<file path="src/rtl/spi_master_tx.sv">
// SPI master transmit shift engine: pops FIFO words and shifts them MSB-first on tx_edge.
// Define SPI_TX_QUAD_EN to build the 4-bit-per-edge quad path (sdo_quad honoured).
module spi_master_tx #(
    parameter int DATA_WIDTH = 32,
    parameter int CNT_WIDTH  = 16
) (
    input  logic                  clk,
    input  logic                  rstn,
    input  logic                  en,
    input  logic                  tx_edge,
    input  logic                  sdo_quad,
    input  logic [CNT_WIDTH-1:0]  counter_in,
    input  logic                  counter_in_upd,
    input  logic [DATA_WIDTH-1:0] txdata,
    input  logic                  txdata_valid,
    output logic                  txdata_ready,
    output logic                  clk_en_o,
    output logic                  tx_done,
    output logic                  sdo0,
    output logic                  sdo1,
    output logic                  sdo2,
    output logic                  sdo3
);

    localparam int WW = $clog2(DATA_WIDTH) + 1;
    localparam logic [WW-1:0] LAST_STD = WW'(DATA_WIDTH - 1);

    typedef enum logic [1:0] {IDLE, TRANSMIT, STALL} state_t;

    state_t                state;
    state_t                state_nxt;
    logic [CNT_WIDTH-1:0]  bit_cnt;
    logic [CNT_WIDTH-1:0]  target;
    logic [CNT_WIDTH-1:0]  target_nxt;
    logic [CNT_WIDTH-1:0]  edge_cnt;
    logic [WW-1:0]         word_cnt;
    logic [WW-1:0]         word_last;
    logic [DATA_WIDTH-1:0] data;
    logic [DATA_WIDTH-1:0] data_shl;
    logic                  last_edge;
    logic                  word_end;
    logic                  load;
    logic                  shift;
    logic                  done_set;
    logic                  cnt_inc;

`ifdef SPI_TX_QUAD_EN
    localparam logic [WW-1:0] LAST_QUAD = WW'(DATA_WIDTH / 4 - 1);

    logic                 quad;
    logic [CNT_WIDTH:0]   quad_round;

    assign quad_round = {1'b0, bit_cnt} + (CNT_WIDTH + 1)'(3);
    assign target_nxt = sdo_quad ? {1'b0, quad_round[CNT_WIDTH:2]} : bit_cnt;
    assign word_last  = quad ? LAST_QUAD : LAST_STD;
    assign data_shl   = quad ? {data[DATA_WIDTH-5:0], 4'b0000}
                             : {data[DATA_WIDTH-2:0], 1'b0};

    always_ff @(posedge clk or negedge rstn) begin
        if (!rstn)
            quad <= 1'b0;
        else if (load && state == IDLE)
            quad <= sdo_quad;
    end
`else
    logic unused_sdo_quad;

    assign unused_sdo_quad = sdo_quad;
    assign target_nxt      = bit_cnt;
    assign word_last       = LAST_STD;
    assign data_shl        = {data[DATA_WIDTH-2:0], 1'b0};
`endif

    assign last_edge = (edge_cnt == target - CNT_WIDTH'(1));
    assign word_end  = (word_cnt == word_last);
    assign cnt_inc   = (state == TRANSMIT) && en && tx_edge;

    always_comb begin
        state_nxt    = state;
        txdata_ready = 1'b0;
        clk_en_o     = 1'b0;
        load         = 1'b0;
        shift        = 1'b0;
        done_set     = 1'b0;
        unique case (state)
            IDLE: begin
                if (en) begin
                    if (target_nxt == '0) begin
                        done_set = 1'b1;
                    end else if (txdata_valid) begin
                        txdata_ready = 1'b1;
                        load         = 1'b1;
                        state_nxt    = TRANSMIT;
                    end
                end
            end
            TRANSMIT: begin
                if (!en) begin
                    state_nxt = IDLE;
                end else if (tx_edge) begin
                    if (last_edge) begin
                        done_set  = 1'b1;
                        state_nxt = IDLE;
                    end else if (word_end) begin
                        // data is left unshifted so a stall holds the last bit
                        if (txdata_valid) begin
                            txdata_ready = 1'b1;
                            load         = 1'b1;
                            clk_en_o     = 1'b1;
                        end else begin
                            state_nxt = STALL;
                        end
                    end else begin
                        shift    = 1'b1;
                        clk_en_o = 1'b1;
                    end
                end else begin
                    clk_en_o = 1'b1;
                end
            end
            STALL: begin
                if (!en) begin
                    state_nxt = IDLE;
                end else if (txdata_valid) begin
                    txdata_ready = 1'b1;
                    load         = 1'b1;
                    state_nxt    = TRANSMIT;
                end
            end
            default: state_nxt = IDLE;
        endcase
    end

    always_ff @(posedge clk or negedge rstn) begin
        if (!rstn) begin
            state    <= IDLE;
            bit_cnt  <= '0;
            target   <= '0;
            edge_cnt <= '0;
            word_cnt <= '0;
            data     <= '0;
            tx_done  <= 1'b0;
        end else begin
            state   <= state_nxt;
            tx_done <= done_set;
            if (counter_in_upd)
                bit_cnt <= counter_in;
            if (load && state == IDLE) begin
                target   <= target_nxt;
                edge_cnt <= '0;
            end else if (cnt_inc) begin
                edge_cnt <= edge_cnt + CNT_WIDTH'(1);
            end
            if (load) begin
                data     <= txdata;
                word_cnt <= '0;
            end else if (shift) begin
                data     <= data_shl;
                word_cnt <= word_cnt + WW'(1);
            end
        end
    end

    always_comb begin
        sdo0 = 1'b0;
        sdo1 = 1'b0;
        sdo2 = 1'b0;
        sdo3 = 1'b0;
        if (state != IDLE) begin
`ifdef SPI_TX_QUAD_EN
            if (quad)
                {sdo3, sdo2, sdo1, sdo0} = data[DATA_WIDTH-1 -: 4];
            else
                sdo0 = data[DATA_WIDTH-1];
`else
            sdo0 = data[DATA_WIDTH-1];
`endif
        end
    end

endmodule

</file>
<file path="config.mk">
export PLATFORM = sky130hd
export DESIGN_NAME = spi_master_tx
export DESIGN_NICKNAME = d
export VERILOG_FILES = /design/src/rtl/spi_master_tx.sv
export SDC_FILE = /design/constraint.sdc
export NUM_CORES = 1
export LEC_CHECK = 0
export ABC_AREA = 1
export BUFFER_PORTS_ARGS = -buffer_cell sky130_fd_sc_hd__buf_2
export CORE_MARGIN = 5
export CORE_UTILIZATION = 40
export DETAILED_ROUTE_END_ITERATION = 16
export GPL_ROUTABILITY_DRIVEN = 1
export PLACE_DENSITY = 0.63
export SETUP_SLACK_MARGIN = 0.02
export SYNTH_ARGS = -nofsm -noshare
export SYNTH_HDL_FRONTEND = slang
export SYNTH_SLANG_ARGS = --single-unit
</file>
<file path="constraint.sdc">
create_clock -name clk -period 6 [get_ports clk]
set_input_delay 0.3 -clock clk [delete_from_list [all_inputs] [get_ports clk]]
set_output_delay 0.3 -clock clk [all_outputs]
set_load 0.005 [all_outputs]
</file>
Yosys cells after proc, flatten, opt, wreduce, memory -nomap -nowiden
Index checks and enable logic that the tools add are counted.
Word-level totals
  register bits: 89
  output and inout port bits: 7
  bits of input ports: 55
  word-level logic and storage cells: 70
Cells by class
  reductions and logical operators: 9
  add/sub/neg operators: 3
  eq/ne operators: 9
  muxes and demuxes: 42
Operators by type and width (count)
  2-to-1 mux 32 bit: 2
  2-to-1 mux 16 bit: 2
  2-to-1 mux 1 bit: 24
  2-to-1 mux 2 bit: 9
  adder 16 x 1 -> 16 bit (second input constant): 1
  == test 16 bit: 1
  logical NOT 16 bit: 1
  subtractor 16 x 1 -> 16 bit (second input constant): 1
  2-to-1 mux 6 bit: 2
  != test 4 bit (second input constant): 2
  adder 6 x 1 -> 6 bit (second input constant): 1
  == test 6 x 5 -> 1 bit (second input constant): 1
  one-hot mux 2 bit (3 select lines): 1
  nonzero test 2 bit: 3
  AND reduction 5 bit: 1
  != test 2 bit (second input constant): 2
  logical AND 1 bit: 3
  != test 3 bit (second input constant): 1
  one-hot mux 1 bit (3 select lines): 1
  == test 2 x 1 -> 1 bit (second input constant): 1
  == test 2 bit (second input constant): 1
  logical NOT 2 bit: 1
  one-hot mux 1 bit (2 select lines): 1

Logic depth before layout (Yosys ltp)
  depth in word-level cells: 8
  depth in mapped cells: 21
  depth with buffers taken out: 20

Worst setup path after synthesis
OpenSTA, ideal clock, no wires.
  kind: register -> output
  start: register target[0]
  end: output txdata_ready
  path buffers: 1
  cell stages (with the launch flop): 17
  required time: 5.700 ns
  path slack: 3.858 ns
  arrival: 1.842 ns
  path through: dfrtp_1 > inv_2 > ha_1 > nand2_1 > nor2_1 > nand2_1 > nand2_1 > nand2_1 > nor2_1 > nand2_1 > nor2_1 > nand2_2 > nand2_2 > nand2_4 > nand2_4 > inv_2 > buf_2
On the way
  cells in the longest elaborated chain, start to end: 6
Ends and longest elaborated chain
  from (decl): line 33  | logic [CNT_WIDTH-1:0] target;
  from (signal assigned): line 149  | target <= target_nxt;
  subtractor 16 x 1 -> 16 bit: line 74  | assign last_edge = (edge_cnt == target - CNT_WIDTH'(1));
  == test 16 bit: line 74
  2-to-1 mux 1 bit: line 101  | if (last_edge) begin
  2-to-1 mux 1 bit: line 100  | end else if (tx_edge) begin
  2-to-1 mux 1 bit: line 98  | if (!en) begin
  one-hot mux 1 bit (3 select lines): line 85  | unique case (state)
  to (decl): line 16  | output logic txdata_ready,
Every way passes these cells.

Worst setup path after layout
  start: register target[1]
  end: output txdata_ready
Same word-level chain as after synthesis.

==> impl_metrics.yaml <==
setup_path:
  crit_required_ns: 5.70
  path_cells: "inv_1 > ha_1 > nand2_1 > nor2_1 > nand2_1 > nand2_1 > nand2_1 > nor2_1 > nand2_1 > nor2_1 > nand2_2 > nand2_2 > nand2_4 > nand2_4 > inv_2 > buf_2"
  cp-start-kind: "register"
  crit_path_max_fanout: 64
  end_kind: "primary output"
  crit_family: "simple AND/OR/NAND/NOR gates"
  critPathSlowestCell: "nand2_4"
  worstSetupPathType: "register to primary output"
  crit_path_max_incr_delay_ns: 0.46
  cpMostUsedCell: "nand2_1"
  critPathArrivalTime_ns: 3.32
  path_buf_inv: 3
clock_tree:
  clockBufferDepth: 2
  cts_tree: "done"
  cts.sinks: 89
  cts_root_buf: "clkbuf_16"
  cts_buffers: 9
  clk_latency_ns: 0.34
  h-tree-depth: 3
  clk_pin_slew_ns: 0.07
cells_and_area:
  drive_gt1_share_pct: 13.16
  areaGrowthSynthToFinish_pct: 12.49
  nets: 794
  n_antenna_cell: 0
  fin_util_pct: 45.82
  fin_cells: 909
  final_cell_area_um2: 5759
logic_synthesis:
  synth-seq-area-share_pct: 43.50
  syn_avg_cell_area_um2: 7.442
  synth_edf_count: 0
  yosysTopAreaCellShare_pct: 43.50
  syn-instance-count: 688
  synth-main-ff-cell: "dfrtp_1"
  async_flop_share_pct: 100.0
  synth_area_leaders: "dfrtp_1, nand2_1, nand3_1, inv_1, xor2_1"
  synth_cell_type_count: 37
  yosys_warnings: 0
  syn_area_um2: 5120
  yosys.area.top_type: "dfrtp_1"
  synth_seq_cells: 89
routing:
  drc: 0
  routed_wl_mm: 11.26
  viasPerCell: 4.884
  firstDrtPassIters: 4
  vias: 4440
  ant_nets: 0
  drt_iter0_markers: 167
  wl_per_cell_um: 12.39
sta:
  fmax_mhz: 276.4
  fin_skew_ns: 0.01070
  rsz0062_at_grt: "no"
  setup_viol: 0
  worst_pin_slew_ns: 1.030
  tns_ns: 0
  hold_viol_final: 0
  slew_headroom_pct: 31.27
  min_period_over_period_pct: 60.31
  slew_violations: 0
  fin_crit_ns: 3.619
  holdWs_ns: 0.1690
job:
  cap_viol_max_count: 0
grt:
  grtUsageTotal_pct: 16.21
  met2_usage_pct: 27.39
  grt_overflow: 0
  antenna_found_initial: 0
  use_met3_pct: 3.522
  busiest_layer: "met2"
  grt_use_met1_pct: 20.65
  grt_pass1_vias: 4358
  grt_max_degree: 65
  grt_pass1_wl_mm: 19.91
floorplanning:
  initial_utilization_pct: 40.74
  rows: 41
  io_pins: 62
  dieArea_um2: 15160
  die_y_um: 123.1
  core_um2: 12570
  die_w_um: 123.1
run_status:
  status: "finished, final reports clean"
power_and_ir_drop:
  ir_drop_v: 0.0002458
  p_leak_nw: 2.968
  p_per_area_nw_per_um2: 423.7
placement:
  place_hpwl_mm: 8.274
  place.gp.congestion: 0.8426
  dp.cells: 892
  io_buffers: 57
  post_dp_cell_area_um2: 5468
hold_path:
  hp-class: "input port to register"
routing by layer:
metal	routed length, um	vias up
met3	447	12
met1	5075	2059
met5	0	-
met4	162	0
li1	-	2292
met2	5574	77
worst paths after layout:
check	depth (start not counted)	endpoint	from	slack, ns
min in group asynchronous	2	data[16]	rstn	0.42
worst min-delay path	3	bit_cnt[7]	counter_in[7]	0.17
worst min register to register	2	data[1]	data[1]	0.49
max in group asynchronous	3	target[9]	rstn	4.47
worst max register to register	17	data[14]	target[1]	2.88
worst max-delay path	16	txdata_ready	target[1]	2.38
logic make-up (layout without fill, tap and decap cells):
group,Yosys count,in the layout,share of synthesized area (%)
AOI/OAI and AO/OA,55,55,5.743
adders and majority gates,7,7,1.711
other,1,3,0.07324
and+or+nand+nor,406,406,35.73
xor gates and xnor gates,23,23,3.935
DFF,89,89,43.50
buffers and inverters,107,154,9.311
cell type report:
type	instances	area [um2]
clock buffers	10	239.0
repair buffers	61	320.3
flip-flops and latches	89	2227
well taps	172	215.2
fillers	1290	6809
multi-input cells	494	2426
clock inverters	6	42.54
inverters	77	289.0
synth_stat cells, types with 2 or more instances:
cell type  count
a21oi_1        3
buf_2         11
buf_4          6
buf_6          5
clkbuf_1       6
dfrtp_1       89
ha_1           7
inv_1         72
inv_2          5
nand2_1      193
nand2_2        4
nand2_4        2
nand3_1      118
nand3_2        2
nand3b_1      15
nand4_1        6
nor2_1        45
nor2_2         4
nor3_1         7
nor4_1         6
o211ai_1       2
o21ai_0       33
o21ai_1       12
xnor2_1        2
xor2_1        21
metrics by stage:
stage               worst slack [ns]  total power (W)
global placement               2.772         0.001895
floorplan                      3.858         0.001745
finish                         2.381         0.002440
global route                   1.948         0.002682
detailed placement             2.726         0.001928
CTS                            2.343         0.002469
cell usage in the layout, fill, tap and decap left out, types with 2 or more instances in the layout:
cell,synthesis,final
a21oi_1,3,3
buf_2,11,56
buf_4,6,4
clkbuf_16,0,9
clkinv_2,0,2
clkinvlp_4,0,2
conb_1,1,3
dfrtp_1,89,89
ha_1,7,7
inv_1,72,72
inv_2,5,5
nand2_1,193,193
nand2_2,4,4
nand2_4,2,2
nand3_1,118,118
nand3_2,2,2
nand3b_1,15,15
nand4_1,6,6
nor2_1,45,44
nor2_2,4,5
nor3_1,7,7
nor4_1,6,6
o211ai_1,2,2
o21ai_0,33,33
o21ai_1,12,12
xnor2_1,2,2
xor2_1,21,21
sequential cells by signal (all words and copies together), names as in the netlist:
signal    cells
bit_cnt      16
data         32
edge_cnt     16
state         2
target       16
tx_done       1
word_cnt      6
worst reg2reg max path: stages (launching register included):
cell and delay (ns):
dfrtp_1 0.41, inv_1 0.09, ha_1 0.21, nand2_1 0.18, nor2_1 0.21, nand2_1 0.07, nand2_1 0.07, nand2_1 0.05
nor2_1 0.15, nand2_1 0.06, nor2_1 0.11, nand2_2 0.12, nand2_2 0.10, nand2_4 0.07, nand2_4 0.46, inv_2 0.39
nand2_1 0.17, nand3_1 0.09
repair_timing:
action                                 in CTS  in global routing
endpoints found under the hold margin      28                  0
buffers inserted                            0                  0
hold buffers                                1                  0
gates resized for setup                     0                  0
power breakdown:
| part | leakage [nW] | internal [W] | switching [W] |
|---|---|---|---|
| Combinational | 1.69 | 0.000346 | 0.000636 |
| Sequential | 1.14 | 0.000787 | 0.000146 |
| Clock | 0.135 | 0.000292 | 0.000233 |
(Power assumes the default switching activity.)
